`config.mk`:
```
export PLATFORM = sky130hd
export DESIGN_NAME = shift_reg_piso_flat
export DESIGN_NICKNAME = d
export VERILOG_FILES = /design/src/rtl/shift_reg_piso_pkg.sv /design/src/rtl/shift_reg_piso_if.sv /design/src/rtl/shift_reg_piso_bit_cnt.sv /design/src/rtl/shift_reg_piso.sv /design/src/flat_wrapper.sv
export SDC_FILE = /design/constraint.sdc
export NUM_CORES = 1
export LEC_CHECK = 0
export BUFFER_PORTS_ARGS = -buffer_cell sky130_fd_sc_hd__buf_2
export CAP_MARGIN = 15
export CORE_MARGIN = 2
export CORE_UTILIZATION = 26
export CTS_CLUSTER_SIZE = 30
export DETAILED_ROUTE_END_ITERATION = 12
export PLACE_DENSITY = 0.45
export SLEW_MARGIN = 40
export SYNTH_ARGS = -nofsm -noshare
export SYNTH_HDL_FRONTEND = slang
export SYNTH_SLANG_ARGS = --single-unit
```
`constraint.sdc`:
```
create_clock -name clk -period 2.2 [get_ports clk]
set_input_delay 0.11 -clock clk [delete_from_list [all_inputs] [get_ports clk]]
set_output_delay 0.11 -clock clk [all_outputs]
set_load 0.02 [all_outputs]
```
`src/rtl/shift_reg_piso_pkg.sv`:
```
// Shared types and defaults for the parallel-in/serial-out serializer.
// Latency: n/a (declarations only).
// Backpressure: n/a (declarations only).
package shift_reg_piso_pkg;

  // Default word length and the bit-counter width that covers it.
  localparam int unsigned PISO_SHLEN_DEF = 6;
  localparam int unsigned PISO_CNTW_DEF  = 3;

  // Frame FSM encoding. Code 2'd3 is unused and recovers to IDLE.
  typedef enum logic [1:0] {
    ST_IDLE  = 2'd0,
    ST_SHIFT = 2'd1,
    ST_DONE  = 2'd2
  } piso_state_e;

endpackage

```
`src/rtl/shift_reg_piso_if.sv`:
```
// Parallel-word load channel feeding the serializer (valid/ready).
// Latency: wires only.
// Backpressure: producer holds ld_vld/ld_dat until it sees ld_rdy on an edge.
interface shift_reg_piso_if #(
  parameter int SHLEN = 6
);

  logic             ld_vld;
  logic [SHLEN-1:0] ld_dat;
  logic             ld_rdy;

  // Word producer side.
  modport master (
    output ld_vld,
    output ld_dat,
    input  ld_rdy
  );

  // Serializer side.
  modport slave (
    input  ld_vld,
    input  ld_dat,
    output ld_rdy
  );

endinterface

```
`src/rtl/shift_reg_piso_bit_cnt.sv`:
```
// Bit counter for one serial frame; flags the final bit position.
// Latency: count updates on the edge where en is high; last is combinational from the count.
// Backpressure: none; clr wins over en.
module shift_reg_piso_bit_cnt #(
  parameter int SHLEN = 6,
  parameter int CNTW  = 3
) (
  input  logic            clk,
  input  logic            rst,
  input  logic            clr,
  input  logic            en,
  output logic [CNTW-1:0] cnt_val,
  output logic            last
);

  logic [CNTW-1:0] cnt_q;
  logic [CNTW-1:0] cnt_d;

  // Next count: clear at frame boundaries, advance once per shifted bit.
  always_comb begin
    cnt_d = cnt_q;
    if (clr) begin
      cnt_d = '0;
    end else if (en) begin
      cnt_d = cnt_q + CNTW'(1);
    end
  end

  // Counter register, synchronously cleared by reset.
  always_ff @(posedge clk) begin
    if (rst) begin
      cnt_q <= '0;
    end else begin
      cnt_q <= cnt_d;
    end
  end

  assign cnt_val = cnt_q;
  assign last    = (cnt_q == CNTW'(SHLEN - 1));

endmodule

```
`src/rtl/shift_reg_piso.sv`:
```
// Serializes an SHLEN-bit word, one bit per tick, MSB- or LSB-first as chosen at load time.
// Latency: first bit on sout the cycle after accept; done pulses the cycle after the last tick edge.
// Backpressure: ld_rdy is low from accept until one cycle after done; tick paces the output.
module shift_reg_piso
  import shift_reg_piso_pkg::*;
#(
  parameter int SHLEN = PISO_SHLEN_DEF,
  parameter int CNTW  = PISO_CNTW_DEF
) (
  input  logic              clk,
  input  logic              rst,
  input  logic              tick,
  input  logic              dir,
  shift_reg_piso_if.slave   ld,
  output logic              sout,
  output logic              sout_en,
  output logic              busy,
  output logic              done
);

  piso_state_e      state_q;
  piso_state_e      state_d;
  logic [SHLEN-1:0] sreg_q;
  logic [SHLEN-1:0] sreg_d;
  logic             dir_q;
  logic             dir_d;
  logic             busy_q;
  logic             busy_d;
  logic             done_q;
  logic             done_d;
  logic             ld_rdy_q;
  logic             ld_rdy_d;

  logic             cnt_clr;
  logic             cnt_en;
  logic             cnt_last;
  logic [CNTW-1:0]  cnt_val;
  logic             cnt_bad;

  shift_reg_piso_bit_cnt #(
    .SHLEN (SHLEN),
    .CNTW  (CNTW)
  ) u_bit_cnt (
    .clk     (clk),
    .rst     (rst),
    .clr     (cnt_clr),
    .en      (cnt_en),
    .cnt_val (cnt_val),
    .last    (cnt_last)
  );

  // A count at or beyond SHLEN can only come from corruption; the extra
  // bit keeps the compare correct when SHLEN fills the counter exactly.
  assign cnt_bad = ({1'b0, cnt_val} >= (CNTW + 1)'(SHLEN));

  // Frame sequencing: load in IDLE, shift on ticks, one-cycle DONE, back to IDLE.
  always_comb begin
    state_d = state_q;
    sreg_d  = sreg_q;
    dir_d   = dir_q;
    cnt_clr = 1'b0;
    cnt_en  = 1'b0;

    case (state_q)
      ST_IDLE: begin
        // Ticks are ignored here, including one coincident with the load.
        if (ld.ld_vld) begin
          sreg_d  = ld.ld_dat;
          dir_d   = dir;
          cnt_clr = 1'b1;
          state_d = ST_SHIFT;
        end
      end

      ST_SHIFT: begin
        if (cnt_bad) begin
          sreg_d  = '0;
          cnt_clr = 1'b1;
          state_d = ST_IDLE;
        end else if (tick) begin
          // Move the next bit to the output end and zero-fill behind it.
          if (dir_q) begin
            sreg_d = {sreg_q[SHLEN-2:0], 1'b0};
          end else begin
            sreg_d = {1'b0, sreg_q[SHLEN-1:1]};
          end
          if (cnt_last) begin
            cnt_clr = 1'b1;
            state_d = ST_DONE;
          end else begin
            cnt_en = 1'b1;
          end
        end
      end

      ST_DONE: begin
        state_d = ST_IDLE;
      end

      default: begin
        cnt_clr = 1'b1;
        state_d = ST_IDLE;
      end
    endcase

    // Status flags are registered decodes of the next state.
    busy_d   = (state_d == ST_SHIFT);
    done_d   = (state_d == ST_DONE);
    ld_rdy_d = (state_d == ST_IDLE);
  end

  // State, data and status registers; reset lands in IDLE ready to accept.
  always_ff @(posedge clk) begin
    if (rst) begin
      state_q  <= ST_IDLE;
      sreg_q   <= '0;
      dir_q    <= 1'b0;
      busy_q   <= 1'b0;
      done_q   <= 1'b0;
      ld_rdy_q <= 1'b1;
    end else begin
      state_q  <= state_d;
      sreg_q   <= sreg_d;
      dir_q    <= dir_d;
      busy_q   <= busy_d;
      done_q   <= done_d;
      ld_rdy_q <= ld_rdy_d;
    end
  end

  // Serial bit comes straight off the register end selected by the frame
  // direction; the strobe follows tick so the SIPO samples on the shift edge.
  assign sout      = busy_q & (dir_q ? sreg_q[SHLEN-1] : sreg_q[0]);
  assign sout_en   = busy_q & tick;
  assign busy      = busy_q;
  assign done      = done_q;
  assign ld.ld_rdy = ld_rdy_q;

endmodule

```
`src/flat_wrapper.sv`:
```
// flat-port wrapper written by rule: the top's interface ports become plain ports
module shift_reg_piso_flat import shift_reg_piso_pkg::*;
#(
  parameter int SHLEN = PISO_SHLEN_DEF,
  parameter int CNTW  = PISO_CNTW_DEF
)
  (clk, rst, tick, dir, sout, sout_en, busy, done, ld_ld_vld, ld_ld_dat, ld_ld_rdy);
  shift_reg_piso_if #(.SHLEN(SHLEN)) ld_i ();
  input  logic clk;
  input  logic rst;
  input  logic tick;
  input  logic dir;
  output logic sout;
  output logic sout_en;
  output logic busy;
  output logic done;
  input wire logic [$bits(ld_i.ld_vld)-1:0] ld_ld_vld;
  input wire logic [$bits(ld_i.ld_dat)-1:0] ld_ld_dat;
  output wire logic [$bits(ld_i.ld_rdy)-1:0] ld_ld_rdy;
  assign ld_i.ld_vld = ld_ld_vld;
  assign ld_i.ld_dat = ld_ld_dat;
  assign ld_ld_rdy = ld_i.ld_rdy;
  shift_reg_piso #(.SHLEN(SHLEN), .CNTW(CNTW)) u_core (.clk(clk), .rst(rst), .tick(tick), .dir(dir), .ld(ld_i), .sout(sout), .sout_en(sout_en), .busy(busy), .done(done));
endmodule
```
Word level (Yosys, flattened, before mapping):

Index checks and enable logic that the tools add are counted.

* flip-flop bits (word level): 15
* bits in latches: 0
* bits in writable memories: 0
* ROM bits: 0
* input bits: 11
* output and inout bits: 5
* memories kept: 0

* add/sub/neg operators: 1
* multiply operators: 0
* divide/modulo/power cells: 0
* magnitude comparators: 1
* equal/unequal tests: 7
* shift operators: 0
* multiplexer cells: 20
* bitwise operators: 2
* reduce and logical (&&, ||, !) cells: 6

Operators with widths (count)
* 6-bit 2-to-1 mux: 4
* 6-bit case mux with 2 select lines: 1
* 1-bit 2-to-1 mux: 9
* 2-bit 2-to-1 mux: 4
* 2-bit by 1-bit equality test with 1-bit output, second input constant: 2
* 2-bit equality test, second input constant: 2
* 2-bit zero test: 2
* 2-bit case mux with 2 select lines: 1
* 3-bit by 1-bit adder with 3-bit output, second input constant: 1
* 3-bit equality test, second input constant: 1
* 3-bit greater-or-equal comparator, second input constant: 1
* 3-bit by 2-bit != test with 1-bit output, second input constant: 1
* 1-bit case mux with 3 select lines: 1
* 3-bit AND reduction: 1
* 1-bit bitwise AND: 2
* 2-bit != test, second input constant: 1
* 2-bit AND reduction: 1
* 2-bit nonzero test: 1
* 2-bit OR reduction: 1

Depth between registers and ports, before layout:

Gate-level depths: netlist of the first run.

* depth after elaboration: 6
* gate-level depth with buffers: 6

Hierarchy:

A second synthesis of the first run with hierarchy kept.

* cells, all modules: 77
* area, all modules: 765.7 um^2

By module, submodules not included
* shift_reg_piso: instances 1, cells an instance 62, area an instance 613.1 um^2
* shift_reg_piso_bit_cnt: instances 1, cells an instance 15, area an instance 152.6 um^2

Worst setup path before layout of the first run:

OpenSTA, ideal clock, no wires.

* path type: reg2reg
* from: reg u_core.u_bit_cnt.cnt_q[1] (netlist: u_core.u_bit_cnt.cnt_val[1])
* to: reg u_core.u_bit_cnt.cnt_q[2] (netlist: u_core.u_bit_cnt.cnt_val[2])
* setup time: 0.086 ns
* arrival: 1.520 ns
* required time: 2.114 ns
* setup slack: 0.595 ns
* stages on the path, launching flop included: 7
* period minus slack after synthesis: 1.605 ns
* cells stage by stage: dfxtp_1 -> inv_1 -> ha_1 -> a21o_1 -> a21o_1 -> a211o_1 -> a211oi_1

* word-level cells in the longest chain between the ends: 6
* elaborated cells on any way between the ends: 12

RTL lines
* from (decl): RTL line shift_reg_piso_bit_cnt.sv:16 `logic [CNTW-1:0] cnt_q;`
* from (signal assigned): RTL line shift_reg_piso_bit_cnt.sv:34 `cnt_q <= cnt_d;`
* 3-bit equality test: RTL line shift_reg_piso_bit_cnt.sv:39 `assign last = (cnt_q == CNTW'(SHLEN - 1));`
* 1-bit 2-to-1 mux: RTL line shift_reg_piso.sv:87 `if (cnt_last) begin`
* 1-bit 2-to-1 mux: RTL line shift_reg_piso.sv:80 `end else if (tick) begin`
* 1-bit 2-to-1 mux: RTL line shift_reg_piso.sv:76 `if (cnt_bad) begin`
* 1-bit case mux with 3 select lines: RTL line shift_reg_piso.sv:64 `case (state_q)`
* 2-bit OR reduction (no line)

Parallel ways exist; a longest one is shown, timed or not.
A chain may end at the register's enable or synchronous reset.

Worst setup path in the final report of the first run:

Same ends and word-level chain as after synthesis.

==> metrics.cfg, run 1 <==
[detailed_routing]
wl_um = 1717
drc = 2
viasPerCell = 5.008
drtIter0Drc = 28
vias = 661
first_pass_iters = 8
wl_per_cell_um = 13.01
ant_nets = 0

[global_route]
grt_pass1_vias = 630
grt_usage_pct = 10.95
gr-total-overflow = 0
grt_pass1_wl_um = 2904
antenna_found_initial = 0
grt_max_degree = 13

[final_layout]
n_antenna_cell = 0
area_growth_pct = 14.97
stdcell_count = 132
layout-drive-gt1-share_pct = 29.70
multi_input_area_um2 = 451.7
regArea_um2 = 300.3
stdcell_area_um2 = 903.4
fillCellCount = 319
final_nets = 115

[yosys]
synth_area_um2 = 785.8
synthTopCellsByArea = dfxtp_1 38%, a311oi_2 7.6%, nor2_1 7.2%
synth_top_area_share_pct = 38.22
synthCells = 86
synth_ff_type = dfxtp_1
synth_seq_cells = 15
async_flop_share_pct = 0
yosys.area.top_type = dfxtp_1
ys_top_cells_by_count = 15 x dfxtp_1, 15 x nor2_1, 8 x nand2_1
seq_area_frac_synth_pct = 38.22
yosys_warnings = 0
synth_cell_types = 31
syn_area_per_cell_um2 = 9.137
synth_edf_count = 0
syn-num-nets = 99

[placement]
gp_congestion = 0.7754
port_buffers = 15
placed_cells = 128
place_area_um2 = 877.1
hpwl_um = 1278

[clocking]
cts_hold_buf = 0
post_cts_buffers = 0
cts_tree = done
numCtsBuffers = 3
clock_path_buffers = 2
clk_pin_slew_ps = 90
clock_sinks = 15
clockRootBuffer = clkbuf_4
clock_latency_ps = 280
cts_resized = 0
htree_levels = 1

[timing]
grt_setup_unrepaired = no
timing.final.hold_violations = 0
period_share_pct = 79.90
post-route-min-period_ps = 1758
maxSlewHeadroom_pct = 60.72
finalMaxSlewViolations = 0
tightest_slew_ps = 588.0
setup_viol = 0
fin_worst_skew_ps = 3.029
fin_setup_tns_ps = 0
fmax_mhz = 568.9

[power]
p_total_mw = 0.5800
p_leak_nw = 0.3778
powerDensity_nw_per_um2 = 642.0
ir_worst_vdd_uv = 270.9

[die]
die_y_um = 58.98
core_um2 = 2805
fp.dieW_um = 58.98
rows = 19
io_pins = 16
dieArea_um2 = 3478
start_util_pct = 28.01

[setup_path]
crit_type = flop to flop
start_kind = flop
cp.required_ps = 2400
arrival_ps = 1960
end_kind = flop
path_max_fanout = 8

[run_status]
violations = DRC
status = complete, but fails checks

[job]
cap_viol_max_count = 0

[min_path]
hold_class = primary input to flop

==> state kept, by name, summed over array words and instances, names as in the netlist <==
register                  cells
u_core.sreg_q                 6
u_core.u_bit_cnt.cnt_val      3
u_core.done                   1
u_core.ld.ld_rdy              1
u_core.busy                   1
u_core.state_q                2
u_core.dir_q                  1
==> area by class of cell <==
type | instances | area share, %
Multi-Input combinational cell | 65 | 50.00
Sequential cell | 15 | 33.24
Timing Repair Buffer | 16 | 9.141
Tap cell | 31 | 4.294
Clock buffer | 4 | 2.909
Inverter | 1 | 0.4155
==> cells in the final DEF (no fill, tap or decap), drive strengths merged, types with 2 or more instances in the layout <==
cell type,instances
a211oi,3
nor2b,2
nand2,8
a21oi,3
mux2,4
nand3,5
dfxtp,15
clkbuf,4
nand4b,2
ha,2
buf,16
a311oi,6
mux2i,2
nor2,15
a21o,2
==> final timing paths <==
kind	startpoint	end	slack [ps]	cells after the start
setup / recovery	u_core.u_bit_cnt.cnt_val[1]$_SDFFE_PP0P_	u_core.u_bit_cnt.cnt_val[2]$_SDFFE_PP0P_	440	6
hold / removal	dir	u_core.dir_q$_SDFFE_PP0P_	60	3
setup reg to reg	u_core.u_bit_cnt.cnt_val[1]$_SDFFE_PP0P_	u_core.u_bit_cnt.cnt_val[2]$_SDFFE_PP0P_	440	6
hold reg to reg	u_core.sreg_q[4]$_SDFFE_PP0P_	u_core.sreg_q[4]$_SDFFE_PP0P_	520	2
==> metal layers <==
metal,vias to the layer above,track usage (%),wire length (um)
met4,0,1.948,13
met1,308,14.69,831
met3,2,4.148,90
li1,339,-,-
met2,12,16.98,782
met5,-,0,0
==> through the flow <==
stage               worst slack [ps]  hold WS (ps)  util [%]
finish                         442.3         58.60     32.20
global route                   290.5         80.28     32.20
CTS                            424.1         49.07     32.20
detailed placement             451.4         351.9     31.27
global placement               508.1         342.4     31.27
floorplan                      594.8         257.2         -
==> critical path, stage by stage, from the launching register on <==
cell	delay, ps
dfxtp_1	470
inv_1	70
ha_1	220
a21o_1	210
a21o_1	170
a211o_1	330
a211oi_1	210
==> logic make-up after synthesis <==
family	Yosys count	share of synthesized area [%]
DFF	15	38.22
buffers and inverters	6	4.298
muxes	6	8.280
xor gates and xnor gates	1	1.115
adders and majority gates	2	3.184
and+or+nand+nor	39	23.73
AOI/OAI and AO/OA	17	21.18
==> where the power goes <==
group          leakage (nW)  switching [mW]  internal, mW
logic                 0.239          0.0603        0.0521
registers             0.124          0.0183         0.291
clock network        0.0150          0.0883        0.0704
Power figures use the tool's default switching activity.
==> run 2, diff against run 1 <==
Settings changed: ABC_AREA set to 1, PLACE_DENSITY 0.45 to 0.46.
Clock period 2.2 ns to 1.4 ns, I/O delays scaled along.
==> run 2 against run 1 <==
Compared with the run above: the run now ends clean; via count grew 19%; synthesized cell count increased by 49%; non-clock buffer count is 1 higher; power is 58% higher; routed wire length is 1.7% higher; combinational power rose by 69%; largest cell class unchanged; largest power group unchanged.
==> metrics.cfg, run 2 <==
[run_status]
status = completed  ; was complete, but fails checks

[yosys]
synth_top_area_share_pct = 36.92  ; was 38.22%
synth_cell_types = 15  ; was 31
yosysMostFrequentCell = nand2_1
synthCells = 128  ; was 86
synth_seq_cells = 15  ; unchanged
synth_xor_area_share_pct = 0  ; was 1.115%
ys_top_cells_by_count = 44 x nand2_1, 18 x nor2_1, 16 x inv_1  ; was 15 x dfxtp_1, 15 x nor2_1, 8 x nand2_1
synth_fa_ha_area_share_pct = 3.077  ; was 3.185%
synth_compound_area_share_pct = 8.615  ; was 21.18%
seq_area_frac_synth_pct = 36.92  ; was 38.22%
syn_area_per_cell_um2 = 6.354  ; was 9.137 um2
async_flop_share_pct = 0  ; unchanged
synth_ff_type = dfxtp_1  ; unchanged
yosys.area.top_type = dfxtp_1  ; unchanged
synth_area_um2 = 813.3  ; was 785.8 um2
syn-num-nets = 141  ; was 99
synth_top_family_by_area = simple AND/OR/NAND/NOR gates  ; unchanged
synth_edf_count = 0  ; unchanged
yosys_warnings = 0  ; unchanged
synth-simple-area-share_pct = 42.92  ; was 23.73%
synthTopCellsByArea = dfxtp_1 37%, nand2_1 20%, nor2_1 8.3%  ; was dfxtp_1 38%, a311oi_2 7.6%, nor2_1 7.2%
muxShareOfSynthArea_pct = 0  ; was 8.280%

[timing]
fmax_mhz = 818.5
grt_setup_unrepaired = no  ; unchanged
setup_viol = 0  ; unchanged
maxSlewHeadroom_pct = 82.90  ; was 60.72%
timing.final.hold_violations = 0  ; unchanged
period_share_pct = 87.27
worst_slack_ps = 178.3  ; was 442.3 ps
fin_worst_skew_ps = 1.418  ; was 3.029 ps
finalMaxSlewViolations = 0  ; unchanged
tightest_slew_ps = 256.3  ; was 588.0 ps
post-route-min-period_ps = 1222
fin_setup_tns_ps = 0  ; unchanged

[detailed_routing]
wl_per_cell_um = 9.646  ; was 13.01 um
ant_nets = 0  ; unchanged
drc = 0  ; was 2
wl_um = 1746  ; was 1717 um
wl_met3_um = 52  ; was 90 um
viasPerCell = 4.343  ; was 5.008
vias = 786  ; was 661
wl_met1_um = 910  ; was 831 um
wl_met2_um = 762  ; was 782 um
drtIter0Drc = 28  ; unchanged
highest-signal-layer = met4  ; unchanged
first_pass_iters = 4  ; was 8

[setup_path]
end_kind = output port  ; was flop
cp.required_ps = 1330  ; was 2400 ps
arrival_ps = 1150  ; was 1960 ps
start_kind = flop  ; unchanged
crit_type = flop to output port  ; was flop to flop
path_max_fanout = 13  ; was 8

[final_layout]
n_antenna_cell = 0  ; unchanged
area_growth_pct = 20.15  ; was 14.97%
regMostFlops = u_core.sreg_q  ; unchanged
layout_common_cells = 44 x nand2_1, 18 x nor2_1, 16 x inv_1  ; was 15 x nor2_1, 15 x buf_2, 15 x dfxtp_1
final_nets = 162  ; was 115
stdcell_area_um2 = 977.2  ; was 903.4 um2
layout-drive-gt1-share_pct = 18.92  ; was 29.70%
largest_reg_flops = 6  ; unchanged
final_common_cell = nand2_1

[clocking]
clock_sinks = 15  ; unchanged
clk_pin_slew_ps = 90  ; about the same
clockRootBuffer = clkbuf_4  ; unchanged
htree_levels = 1  ; unchanged
post_cts_buffers = 0  ; unchanged
clock_path_buffers = 2  ; unchanged
numCtsBuffers = 3  ; unchanged
cts_tree = done  ; unchanged
clock_latency_ps = 280  ; about the same

[die]
core_um2 = 3003  ; was 2805 um2
die_y_um = 59.93  ; was 58.98 um
io_pins = 16  ; unchanged
dieArea_um2 = 3592  ; was 3478 um2
fp.dieW_um = 59.93  ; was 58.98 um
rows = 20  ; was 19
start_util_pct = 27.08  ; was 28.01%

[placement]
gp_congestion = 0.8203  ; was 0.7754
pre_cts_ws_ps = 134.4  ; was 451.4 ps
hpwl_um = 1367  ; was 1278 um
port_buffers = 15  ; unchanged
place_area_um2 = 924.6  ; was 877.1 um2

[global_route]
gr-total-overflow = 0  ; unchanged
grt_usage_pct = 11.46  ; was 10.95%
antenna_found_initial = 0  ; unchanged
grt_max_degree = 14  ; was 13
grt_pass1_wl_um = 3029  ; was 2904 um
grt_pass1_vias = 705  ; was 630

[power]
ir_worst_vdd_uv = 386.8  ; was 270.9 uV
p_leak_nw = 0.4842  ; was 0.3778 nW
powerDensity_nw_per_um2 = 937.4  ; was 642.0 nW/um2

[job]
cap_viol_max_count = 0  ; unchanged

[min_path]
hold_class = primary input to flop  ; unchanged

## run 2: changes by cell type after synthesis, sizes merged, moves of 5 or more
cell    previous run  this run
a21oi              3         8
o21ai              1         6
a311oi             6         0
nand2              8        48
inv                1        17
## run 2: worst max-delay path, cell delays in order (launching register included)
cell and delay [ps]:
dfxtp_2 450, o21ai_0 130, a21oi_1 120, buf_2 180
## run 2: metrics by stage
stage	std cells	util [%]	hold slack, ps	power, mW
2_1_floorplan	128	-	139.1	0.6224
3_3_place_gp	175	30.79	296.8	0.6771
3_5_place_dp	175	30.79	304.2	0.6757
4_1_cts	181	32.38	79.09	0.9375
5_1_grt	181	32.54	112.4	0.9930
6_report	181	32.54	86.10	0.9160
## run 2: final cells by class
| type | count | area (um2) |
|---|---|---|
| fill | 348 | 2026 |
| multi-input combinational | 95 | 447.9 |
| sequential | 15 | 301.5 |
| timing repair buffer | 17 | 95.09 |
| inverter | 17 | 63.81 |
| tap | 33 | 41.29 |
| clock buffer | 3 | 22.52 |
| clock inverter | 1 | 5.005 |
## run 2: logic make-up (layout without fill, tap and decap cells)
group,Yosys count,after routing
DFF,15,15
adders and majority gates,2,2
AOI/OAI and AO/OA,14,14
buffers and inverters,18,38
and+or+nand+nor,79,79
## run 2: power breakdown
part / leakage (nW) / switching, mW / internal, mW / total, mW
registers: 0.124 / 0.0241 / 0.457 / 0.481
logic: 0.343 / 0.115 / 0.0738 / 0.189
clock network: 0.0177 / 0.140 / 0.106 / 0.246
## run 2: per-layer routing
metal | vias to the layer above | GRT usage, %
met1 | 336 | 15.02
met2 | 9 | 17.86
met4 | 0 | 2.857
met5 | - | 0
li1 | 439 | -
met3 | 2 | 4.113
## run 2: worst paths after layout
kind	start	end	slack [ps]	cells past startpoint
worst max-delay path	u_core.dir_q$_SDFFE_PP0P_	sout	180	3
worst min-delay path	ld_ld_dat[1]	u_core.sreg_q[1]$_SDFFE_PP0P_	90	5
worst min register to register	u_core.u_bit_cnt.cnt_val[1]$_SDFFE_PP0P_	u_core.u_bit_cnt.cnt_val[1]$_SDFFE_PP0P_	520	2
worst max register to register	u_core.u_bit_cnt.cnt_val[1]$_SDFFE_PP0P_	u_core.u_bit_cnt.cnt_val[1]$_SDFFE_PP0P_	180	6
## run 2: repair_timing
item,in CTS,in global routing
endpoints found under the hold margin,3,0
resized for setup,0,2
endpoints found under the setup margin,0,2
hold buffers,2,0
==> run 3, diff against run 2 <==
--- a/config.mk
+++ b/config.mk
@@ -13,5 +13,5 @@
 export CTS_CLUSTER_SIZE = 30
 export DETAILED_ROUTE_END_ITERATION = 12
-export PLACE_DENSITY = 0.46
+export PLACE_DENSITY = 0.45
 export SLEW_MARGIN = 40
 export SYNTH_ARGS = -nofsm -noshare
==> constraint.sdc (replaced) <==
create_clock -name clk -period 1.55 [get_ports clk]
set_input_delay 0.2325 -clock clk [delete_from_list [all_inputs] [get_ports clk]]
set_output_delay 0.2325 -clock clk [all_outputs]
set_load 0.02 [all_outputs]
==> run 3 against run 2 <==
Compared with the run above: count of clock-buffer cells in the layout is 1 higher; global-route usage is 0.94 points higher; final area is 2.6% lower; core utilization is 0.83 points lower; power is 9.8% lower; die area stayed put; largest power group unchanged; clock power is 9.3% lower; highest routed layer unchanged; sequential power is 9.4% lower.
==> metrics.cfg, run 3 (same netlist as run 2, synthesis figures left out) <==
[run_status]
status = completed  ; unchanged

[clocking]
clk_pin_slew_ps = 90  ; about the same
cts_hold_buf = 0  ; was 2
clock_sinks = 15  ; unchanged
clock_latency_ps = 280  ; about the same
cts_resized = 1  ; was 0
cts_tree = done  ; unchanged
clockRootBuffer = clkbuf_4  ; unchanged
clock_path_buffers = 2  ; unchanged
htree_levels = 1  ; unchanged
post_cts_buffers = 0  ; unchanged
numCtsBuffers = 3  ; unchanged

[power]
powerDensity_nw_per_um2 = 867.5  ; was 937.4 nW/um2
p_total_mw = 0.8260  ; was 0.9160 mW
p_comb_share_pct = 20.2  ; was 20.6%
p_leak_nw = 0.4731  ; was 0.4842 nW
sw_frac_of_total_pct = 30.34  ; was 30.54%
clkPwrFrac_pct = 27.0  ; was 26.9%
switching_power_mw = 0.2506  ; was 0.2797 mW
intPower_mw = 0.5754  ; was 0.6363 mW
ir_worst_vdd_uv = 454.0  ; was 386.8 uV
p_seq_share_pct = 52.7  ; was 52.5%

[timing]
setup_viol = 0  ; unchanged
worst_slack_ps = 148.4  ; was 178.3 ps
period_share_pct = 90.43
finalMaxSlewViolations = 0  ; unchanged
maxSlewHeadroom_pct = 80.92  ; was 82.90%
fmax_mhz = 713.5
tightest_slew_ps = 286.2  ; was 256.3 ps
grt_setup_unrepaired = no  ; unchanged
fin_worst_skew_ps = 0.8508  ; was 1.418 ps
timing.final.hold_violations = 0  ; unchanged
holdWs_ps = 176.5  ; was 86.10 ps
post-route-min-period_ps = 1402
fin_setup_tns_ps = 0  ; unchanged

[global_route]
grtUsageMet3_pct = 2.814  ; was 4.113%
gr-total-overflow = 0  ; unchanged
grt_pass1_vias = 727  ; was 705
grt_pass1_wl_um = 3249  ; was 3029 um
use_met2_pct = 19.57  ; was 17.86%
grt_usage_pct = 12.40  ; was 11.46%
antenna_found_initial = 0  ; unchanged
grt.busiest_layer = met2  ; unchanged
grtUsageMet1_pct = 15.96  ; was 15.02%
grt_max_degree = 14  ; unchanged

[placement]
port_buffers = 15  ; unchanged
pre_cts_ws_ps = 237.0  ; was 134.4 ps
placed_cells = 175  ; unchanged
place_area_um2 = 924.6  ; unchanged
hpwl_um = 1429  ; was 1367 um
gp_congestion = 0.7385  ; was 0.8203

[final_layout]
area_growth_pct = 17.08  ; was 20.15%
multi_input_area_um2 = 444.2  ; was 447.9 um2
stdcell_count = 179  ; was 181
regArea_um2 = 301.5  ; unchanged
largest_reg_flops = 6  ; unchanged
stdcell_area_um2 = 952.2  ; was 977.2 um2
final_common_cell = nand2_1  ; unchanged
n_antenna_cell = 0  ; unchanged
regMostFlops = u_core.sreg_q  ; unchanged
layout-drive-gt1-share_pct = 17.81  ; was 18.92%
fillCellCount = 369  ; was 348
postLayoutCoreUtil_pct = 31.71  ; was 32.54%
layout_common_cells = 44 x nand2_1, 18 x nor2_1, 16 x inv_1  ; unchanged
final_nets = 160  ; was 162

[die]
die_y_um = 59.93  ; unchanged
core_um2 = 3003  ; unchanged
start_util_pct = 27.08  ; unchanged
dieArea_um2 = 3592  ; unchanged
fp.dieW_um = 59.93  ; unchanged
rows = 20  ; unchanged
io_pins = 16  ; unchanged

[detailed_routing]
drtIter0Drc = 22  ; was 28
viasPerCell = 4.514  ; was 4.343
vias = 808  ; was 786
wl_um = 1858  ; was 1746 um
first_pass_iters = 4  ; unchanged
drc = 0  ; unchanged
ant_nets = 0  ; unchanged
wl_per_cell_um = 10.38  ; was 9.646 um

[setup_path]
slowest_delay_ps = 450  ; about the same
start_kind = flop  ; unchanged
cp.required_ps = 1320  ; was 1330 ps
arrival_ps = 1170  ; was 1150 ps
crit_type = flop to output port  ; unchanged
slowest_stage = dfxtp_2  ; unchanged
path_max_fanout = 13  ; unchanged
worstPathCellList = o21ai_0 -> a21oi_1 -> buf_2  ; unchanged
end_kind = output port  ; unchanged

[job]
cap_viol_max_count = 0  ; unchanged

[min_path]
hold_class = primary input to flop  ; unchanged

==> run 3: per-layer routing <==
layer / up-vias / part of all wire (%)
met4: 0 / 1.2
met3: 2 / 4.4
met2: 15 / 47
met1: 356 / 47
met5: - / 0
li1: 435 / -
==> run 3: cell type report <==
| class | count | share of cell area [%] |
|---|---|---|
| sequential | 15 | 31.67 |
| tap | 33 | 4.336 |
| multi-input combinational | 95 | 46.65 |
| clock buffer | 4 | 2.760 |
| timing repair buffer | 15 | 7.884 |
| inverter | 17 | 6.702 |
==> run 3: worst max-delay path: cells and delay by family, from the launching register on <==
family | cells | cell delay (ps)
DFF | 1 | 450
AOI/OAI and AO/OA | 2 | 260
buffers and inverters | 1 | 180
==> run 3: power by group through the flow <==
stage | registers [mW] | clock network [mW] | logic (mW)
after CTS | 0.436 | 0.237 | 0.170
after global routing | 0.441 | 0.267 | 0.196
after detailed placement | 0.444 | 0 | 0.169
after global placement | 0.444 | 0 | 0.169
final | 0.436 | 0.223 | 0.167
after floorplan | 0.440 | 0 | 0.122
==> run 3: final timing paths <==
check,slack (ps),cells past startpoint,from,end
setup reg to reg,220,6,u_core.u_bit_cnt.cnt_val[1]$_SDFFE_PP0P_,u_core.u_bit_cnt.cnt_val[2]$_SDFFE_PP0P_
hold / removal,180,2,rst,u_core.state_q[0]$_SDFF_PP0_
setup / recovery,150,3,u_core.dir_q$_SDFFE_PP0P_,sout
hold reg to reg,510,2,u_core.u_bit_cnt.cnt_val[1]$_SDFFE_PP0P_,u_core.u_bit_cnt.cnt_val[1]$_SDFFE_PP0P_
